**config.mk**
```make
export PLATFORM = sky130hd
export DESIGN_NAME = andor_exerciser_flat
export DESIGN_NICKNAME = d
export VERILOG_FILES = /design/src/rtl/andor_exerciser_if.sv /design/src/rtl/andor_exerciser.sv /design/src/flat_wrapper.sv
export SDC_FILE = /design/constraint.sdc
export NUM_CORES = 1
export LEC_CHECK = 0
export ABC_AREA = 1
export CORE_AREA = 5 5 54 68
export DETAILED_ROUTE_END_ITERATION = 7
export DIE_AREA = 0 0 59 73
export MAX_ROUTING_LAYER = met4
export PLACE_DENSITY_LB_ADDON = 0.25
export SKIP_LAST_GASP = 1
export SLEW_MARGIN = 15
export SYNTH_ARGS = -nofsm -noshare
export SYNTH_HDL_FRONTEND = slang
export SYNTH_SLANG_ARGS = --single-unit
```
**constraint.sdc**
```tcl
create_clock -name clk_i -period 3.86 [get_ports clk_i]
set_clock_uncertainty 0.2 [all_clocks]
set_input_delay 0.579 -clock clk_i [delete_from_list [all_inputs] [get_ports clk_i]]
set_output_delay 0.579 -clock clk_i [all_outputs]
set_load 0.1 [all_outputs]
```
**src/rtl/andor_exerciser_if.sv**
```systemverilog
// andor_exerciser_if: control, status and gate-side pins of the AND/OR gate exerciser.
interface andor_exerciser_if;
    logic       start;
    logic       a;
    logic       b;
    logic       c;
    logic       x;
    logic       y;
    logic       busy;
    logic       done;
    logic       pass;
    logic [3:0] err_count;
    logic [2:0] first_fail;
    modport master (
        input  start, x, y,
        output a, b, c, busy, done, pass, err_count, first_fail
    );
    modport slave (
        output start, x, y,
        input  a, b, c, busy, done, pass, err_count, first_fail
    );
endinterface

```
**src/rtl/andor_exerciser.sv**
```systemverilog
// andor_exerciser: sweeps A/B/C over all 8 vectors, checks X = A & B, Y = B | C after a settle delay.
// Define ANDOR_EXERCISER_HALT_ON_ERR_EN to end the run at the first mismatch.
module andor_exerciser #(
    parameter int SETTLE_CYCLES = 2,
    parameter int LOOPS         = 1
) (
    input logic clk_i,
    input logic rst_i,
    andor_exerciser_if.master bus
);
`ifdef ANDOR_EXERCISER_HALT_ON_ERR_EN
    localparam bit HALT = 1'b1;
`else
    localparam bit HALT = 1'b0;
`endif
    typedef enum logic [2:0] {IDLE, DRIVE, SETTLE, CHECK, DONE} state_t;
    state_t     state_q, state_d;
    logic [2:0] vec_q, vec_d, abc_q, abc_d, ff_q, ff_d;
    logic [3:0] set_q, set_d, err_q, err_d;
    logic [7:0] loop_q, loop_d;
    logic       busy_q, done_q, pass_q, pass_d;
    logic       mism, last_loop;
    // Expected values come from our own registered stimulus, not from the gate.
    assign mism      = (bus.x != (abc_q[2] & abc_q[1])) || (bus.y != (abc_q[1] | abc_q[0]));
    assign last_loop = (loop_q + 8'd1) >= 8'(LOOPS);
    always_ff @(posedge clk_i) begin
        if (rst_i) begin
            state_q <= IDLE;
            vec_q   <= '0;
            abc_q   <= '0;
            ff_q    <= '0;
            set_q   <= '0;
            err_q   <= '0;
            loop_q  <= '0;
            busy_q  <= 1'b0;
            done_q  <= 1'b0;
            pass_q  <= 1'b0;
        end else begin
            state_q <= state_d;
            vec_q   <= vec_d;
            abc_q   <= abc_d;
            ff_q    <= ff_d;
            set_q   <= set_d;
            err_q   <= err_d;
            loop_q  <= loop_d;
            busy_q  <= state_d != IDLE;
            done_q  <= state_d == DONE;
            pass_q  <= pass_d;
        end
    end
    always_comb begin
        state_d = state_q;
        case (state_q)
            IDLE:    state_d = bus.start ? DRIVE : IDLE;
            DRIVE:   state_d = SETTLE;
            SETTLE:  state_d = (set_q == 4'(SETTLE_CYCLES - 1)) ? CHECK : SETTLE;
            CHECK:   state_d = ((HALT && mism) || (vec_q == 3'd7 && last_loop)) ? DONE : DRIVE;
            DONE:    state_d = IDLE;
            default: state_d = IDLE;
        endcase
    end
    always_comb begin
        vec_d  = vec_q;
        abc_d  = abc_q;
        ff_d   = ff_q;
        set_d  = set_q;
        err_d  = err_q;
        loop_d = loop_q;
        pass_d = pass_q;
        if (state_q == IDLE && bus.start) begin
            vec_d  = '0;
            loop_d = '0;
            err_d  = '0;
            ff_d   = '0;
            pass_d = 1'b0;
        end
        if (state_q == DRIVE) begin
            abc_d = vec_q;
            set_d = '0;
        end
        if (state_q == SETTLE) set_d = set_q + 4'd1;
        if (state_q == CHECK) begin
            err_d  = mism ? ((err_q == 4'd15) ? err_q : err_q + 4'd1) : err_q;
            ff_d   = (mism && err_q == 4'd0) ? vec_q : ff_q;
            vec_d  = (HALT && mism) ? vec_q : vec_q + 3'd1;
            loop_d = (!(HALT && mism) && vec_q == 3'd7) ? loop_q + 8'd1 : loop_q;
        end
        if (state_d == DONE) pass_d = err_d == 4'd0;
    end
    assign bus.a          = abc_q[2];
    assign bus.b          = abc_q[1];
    assign bus.c          = abc_q[0];
    assign bus.busy       = busy_q;
    assign bus.done       = done_q;
    assign bus.pass       = pass_q;
    assign bus.err_count  = err_q;
    assign bus.first_fail = ff_q;
endmodule

```
**src/flat_wrapper.sv**
```systemverilog
// flat-port wrapper written by rule: the top's interface ports become plain ports
module andor_exerciser_flat 
#(
    parameter int SETTLE_CYCLES = 2,
    parameter int LOOPS         = 1
)
  (clk_i, rst_i, bus_start, bus_x, bus_y, bus_a, bus_b, bus_c, bus_busy, bus_done, bus_pass, bus_err_count, bus_first_fail);
  andor_exerciser_if bus_i ();
  input logic clk_i;
  input logic rst_i;
  input wire logic [$bits(bus_i.start)-1:0] bus_start;
  input wire logic [$bits(bus_i.x)-1:0] bus_x;
  input wire logic [$bits(bus_i.y)-1:0] bus_y;
  output wire logic [$bits(bus_i.a)-1:0] bus_a;
  output wire logic [$bits(bus_i.b)-1:0] bus_b;
  output wire logic [$bits(bus_i.c)-1:0] bus_c;
  output wire logic [$bits(bus_i.busy)-1:0] bus_busy;
  output wire logic [$bits(bus_i.done)-1:0] bus_done;
  output wire logic [$bits(bus_i.pass)-1:0] bus_pass;
  output wire logic [$bits(bus_i.err_count)-1:0] bus_err_count;
  output wire logic [$bits(bus_i.first_fail)-1:0] bus_first_fail;
  assign bus_i.start = bus_start;
  assign bus_i.x = bus_x;
  assign bus_i.y = bus_y;
  assign bus_a = bus_i.a;
  assign bus_b = bus_i.b;
  assign bus_c = bus_i.c;
  assign bus_busy = bus_i.busy;
  assign bus_done = bus_i.done;
  assign bus_pass = bus_i.pass;
  assign bus_err_count = bus_i.err_count;
  assign bus_first_fail = bus_i.first_fail;
  andor_exerciser #(.SETTLE_CYCLES(SETTLE_CYCLES), .LOOPS(LOOPS)) u_core (.clk_i(clk_i), .rst_i(rst_i), .bus(bus_i));
endmodule
```
==> metrics.yaml, run 1 <==
status: "finished, final reports clean"
crit_family: "buffers and inverters"
synth-xor-area-share: 0
cts_htree_levels: 2
crit_buf_inv: 1
grt_max_degree: 18
die_area_sq_um: 4307
clk_latency_ps: 290
vdd_drop_max_v: 0.0002769
crit_chain: "clkdlybuf4s50_1"
vias: 1556
cp_slowest_stage_delay_ps: 1190
worstSetupPathType: "reg -> out"
route.antenna.remaining_nets: 0
cts_tree: "yes"
fin_crit_ps: 2734
clockBufferDepth: 2
grt_pass1_wl_um: 5927
cts_buffers: 5
ys_ff_latch: 31
n_antenna_cell: 0
synth_compound_area_frac: 0.1097
clkSlewWorstSetupHoldPaths_ps: 70
synth-adder-area-share: 0.06627
setup_viol: 0
hold_violations: 0
areaGrowthSynthToFinish_pct: 17.53
row_count: 23
maxSlewHeadroom: 0.3514
wire_per_inst_um: 11.06
first_pass_iters: 4
fp.dieH_um: 73
dr.first_iter.drc_count: 72
synthCells: 251
hold_class: "reg -> reg"
cp_data_required_time_ps: 3080
p_total_uw: 799.7
port_buffers: 17
async_flop_share: 0
grt-ovfl-total: 0
drcViolationCount: 0
fin_setup_tns_ps: 0
whs_ps: 273.3
antenna_found_initial: 0
clkSinkCount: 31
postCtsSetupBuffers: 0
p_per_area_nw_per_um2: 400.5
ctsHoldBuffers: 0
finalWirelength_um: 3416
final_common_cell: "nand2_1"
hpwl_um: 2448
synthesis.area_sq_um: 1699
critPathLaunchType: "register"
most-common-layout-cells: "nand2_1, inv_1, dfxtp_1, nand3_1, nor2_1"
crit_path_max_fanout: 10
endpoint_kind: "primary output"
cts_root_buffer: "clkbuf_8"
cts.repair.resized: 0
initial_core_util: 0.5570
num_io_pins: 18
viasPerCell: 5.036
fmaxAchievable_mhz: 365.8
synthSimpleGateAreaFrac: 0.3623
yosysSeqAreaShare: 0.3652
syn_avg_cell_area_sq_um: 6.769
synth-edff-count: 0
fin_nets: 285
cap_viol_max_count: 0
rsz0062_at_grt: "no"
yosysUniqueCellTypes: 24
fin_crit_sh: 0.7082
syn_nets: 265
die_x_um: 59
synthMuxAreaShare: 0
p_leak_uw: 0.0009141
timing.final.max_slew_violations: 0
grt_pass1_vias: 1336
ys_warn_count: 0
worstMarginPinSlew_ps: 969.9
cpMaxStageDelayCell: "clkdlybuf4s50_1"
gp_congestion: 0.8585
arrival_ps: 1950
synth_top_family_by_area: "simple AND/OR/NAND/NOR gates"
grt_usage: 0.1830
layout-drive-gt1-share: 0.07721
core_sq_um: 3050
synth_ff_type: "dfxtp_1"
==> through the flow <==
| step | area (sq um) | std cells | worst slack, ps | util |
|---|---|---|---|---|
| 2_1_floorplan | 1699 | 251 | 1403 | - |
| 3_3_place_gp | 1879 | 301 | 1443 | 0.6161 |
| 3_5_place_dp | 1879 | 301 | 1423 | 0.6161 |
| 4_1_cts | 1997 | 309 | 1112 | 0.6546 |
| 5_1_grt | 1997 | 309 | 1070 | 0.6546 |
| 6_report | 1997 | 309 | 1126 | 0.6546 |
==> worst paths after layout <==
check / depth (start not counted) / endpoint / startpoint / slack, ps
worst max register to register: 12 / u_core.bus.pass / u_core.loop_q[0] / 1950
worst min register to register: 1 / u_core.set_q[3] / u_core.set_q[3] / 270
worst min-delay path: 1 / u_core.set_q[3] / u_core.set_q[3] / 270
worst max-delay path: 1 / bus_err_count[2] / u_core.bus.err_count[2] / 1130
==> registers in the layout, summed over array words and instances (netlist names) <==
register and count:
u_core.bus.first_fail 3, u_core.bus.pass 1, u_core.abc_q 3, u_core.set_q 4, u_core.state_q 3, u_core.bus.done 1
u_core.vec_q 3, u_core.loop_q 8, u_core.bus.busy 1, u_core.bus.err_count 4
==> kinds of logic (layout without fill, tap and decap cells) <==
family | after synthesis | count (layout)
compound gates | 35 | 35
fa+ha+maj | 9 | 9
buf+inv | 37 | 58
flops | 31 | 31
simple gates | 139 | 139
==> cell usage after synthesis, drive strengths merged, types with 4 or more instances <==
master,number,share of area
nand2,76,0.17
inv,32,0.071
dfxtp,31,0.37
nand3,29,0.094
nor2,26,0.065
a21oi,21,0.062
o21ai,11,0.032
ha,9,0.066
clkbuf,4,0.021
nand4,4,0.015
==> routing by layer <==
| metal | routed length (um) | global-route usage | vias to the layer above |
|---|---|---|---|
| met5 | 0 | - | - |
| met3 | 137 | 0.04956 | 6 |
| li1 | - | - | 846 |
| met1 | 1590 | 0.2309 | 683 |
| met2 | 1621 | 0.2715 | 21 |
| met4 | 68 | 0.08060 | 0 |
==> where the power goes <==
| group | internal, uW | leakage (uW) | switching, uW |
|---|---|---|---|
| clock | 209 | 0.0000612 | 123 |
| combinational | 31.2 | 0.000602 | 97.8 |
| sequential | 331 | 0.000251 | 8.10 |
==> cell type report <==
cell class,instances,area [sq um]
repair buffers,18,177.7
multi-input cells,183,914.6
fillers,296,1054
clock inverters,2,35.03
well taps,37,46.29
inverters,32,120.1
flip-flops and latches,31,620.6
clock buffers,6,82.58
Note: power is estimated with default switching activity, not from simulation.
==> inputs of run 2 (changes only) <==
CORE_AREA = 5 5 59 74   (was 5 5 54 68)
DIE_AREA = 0 0 64 79   (was 0 0 59 73)
clock period = 2.43 ns   (was 3.86 ns; I/O delays follow)
==> metrics.yaml, run 2 (same netlist as run 1, synthesis figures left out) <==
dr.first_iter.drc_count: 98  # +36%
status: "finished, final reports clean"
final_common_cell: "nand2_1"
clkSlewWorstSetupHoldPaths_ps: 70  # about the same
maxSlewHeadroom: 0.7407  # +0.3893
port_buffers: 17  # unchanged
fin_crit_sh: 0.7888
p_int_uw: 902.3  # +58%
cts_tree: "yes"
endpoint_kind: "register"
finalWirelength_um: 3474  # +1.7%
p_per_area_nw_per_um2: 643.8  # +61%
clkSinkCount: 31  # unchanged
arrival_ps: 1900  # -50 ps
initial_core_util: 0.4643  # -0.09274
setup_viol: 0  # unchanged
route.antenna.remaining_nets: 0  # unchanged
layout-drive-gt1-share: 0.1324  # +0.05515
p_comb_frac: 0.158  # -0.003
viasPerCell: 5.074  # +0.76%
first_pass_iters: 4  # unchanged
worstMarginPinSlew_ps: 388.5  # -581.3 ps
switching_power_uw: 366.4  # +60%
vias: 1583  # +1.7%
cts_buffers: 5  # unchanged
hpwl_um: 2552  # +4.3%
hold_class: "reg -> reg"
pre_cts_slack_ps: 370.4  # -1053 ps
grt_pass1_wl_um: 6134  # +3.5%
drcViolationCount: 0  # unchanged
cts_root_buffer: "clkbuf_8"
num_io_pins: 18  # unchanged
cap_viol_max_count: 0  # unchanged
power_frac_seq: 0.424  # about the same
fmaxAchievable_mhz: 521.7
critPathLaunchType: "register"
ctsHoldBuffers: 0  # unchanged
cp_data_required_time_ps: 2410  # -670 ps
clk_latency_ps: 280  # about the same
core_sq_um: 3660  # +20%
top_register: "u_core.loop_q"
p_leak_uw: 0.0009395  # +2.8%
grt_pass1_vias: 1459  # +9.2%
fp.dieH_um: 79  # +8.2%
antenna_found_initial: 0  # unchanged
p_clk_frac: 0.418  # +0.003
most-common-layout-cells: "nand2_1, inv_1, dfxtp_1, nand3_1, nor2_1"
wire_per_inst_um: 11.13  # +0.72%
cts_htree_levels: 2  # unchanged
die_x_um: 64  # +8.5%
hold_violations: 0  # unchanged
final_util: 0.5385  # -0.1162
timing.final.max_slew_violations: 0  # unchanged
grt-ovfl-total: 0  # unchanged
n_antenna_cell: 0  # unchanged
cts.repair.resized: 0  # unchanged
grt_max_degree: 17  # -1
fin_nets: 285  # unchanged
fin_crit_ps: 1917
gp_congestion: 0.8119  # -5.4%
rsz0062_at_grt: "no"
worstSetupPathType: "reg -> reg"
postCtsSetupBuffers: 0  # unchanged
setup_ws_ps: 513.2  # -613.2 ps
dp.cells: 304  # +1.0%
row_count: 25  # +8.7%
die_area_sq_um: 5056  # +17%
fin_cells: 312  # +0.97%
areaGrowthSynthToFinish_pct: 15.98
fin_setup_tns_ps: 0  # unchanged
p_sw_frac: 0.2888  # +0.002250
largest_reg_flops: 8  # unchanged
clockBufferDepth: 2  # unchanged
vdd_drop_max_v: 0.0003876  # +40%
crit_path_max_fanout: 6  # -4
grt_usage: 0.1543  # -0.02867
## run 2: changes by cell type in the layout (fill, tap and decap cells not counted)
cell	change
buf_4	+13
clkdlybuf4s50_1	-13
dfxtp_1	-2
dfxtp_2	+2
## run 2: power groups by stage
stage,combinational [uW],sequential [uW],clock (uW)
2_1_floorplan,72.4,635,0
3_3_place_gp,200,550,0
3_5_place_dp,201,550,0
4_1_cts,202,538,542
5_1_grt,218,540,569
6_report,200,538,531
## run 2: area by class of cell
type                    count  area [sq um]
clock buffers               6         82.58
clock inverters             2         35.03
fillers                   362          1689
inverters                  32         120.1
multi-input cells         183         914.6
flip-flops and latches     31         623.1
well taps                  40         50.05
repair buffers             18         145.1
## run 2: path summary, 6_finish.rpt
| path | startpoint | to | slack, ps | cells past startpoint |
|---|---|---|---|---|
| worst max register to register | u_core.loop_q[1] | u_core.bus.pass | 510 | 12 |
| worst max-delay path | u_core.loop_q[1] | u_core.bus.pass | 510 | 12 |
| worst min register to register | u_core.set_q[3] | u_core.set_q[3] | 270 | 1 |
| worst min-delay path | u_core.set_q[3] | u_core.set_q[3] | 270 | 1 |
## run 2: worst max-delay path, stage by stage (launching register included)
cell and delay (ps):
dfxtp_1 420, ha_1 220, nand2_1 60, inv_1 120, nor2_1 70, nor2_1 80, nand2_1 60, nor2_1 110
nand3_2 110, nand4_1 150, nand2_1 90, nand2_1 80, inv_1 40
## run 2: layer usage
metal	GRT usage	vias up	wire, um
met2	0.2626	33	1718
met5	-	-	0
met4	0.07484	0	72
met3	0.02829	7	167
li1	-	847	-
met1	0.1716	696	1515
## run 2: metrics by stage
stage	hold WS, ps	cell area, sq um	total power [uW]
6_report	271.8	1971	1269
5_1_grt	310.2	1971	1328
3_3_place_gp	263.6	1853	750.2
4_1_cts	275.4	1971	1282
2_1_floorplan	235.7	1702	707.1
3_5_place_dp	265.6	1853	751.5
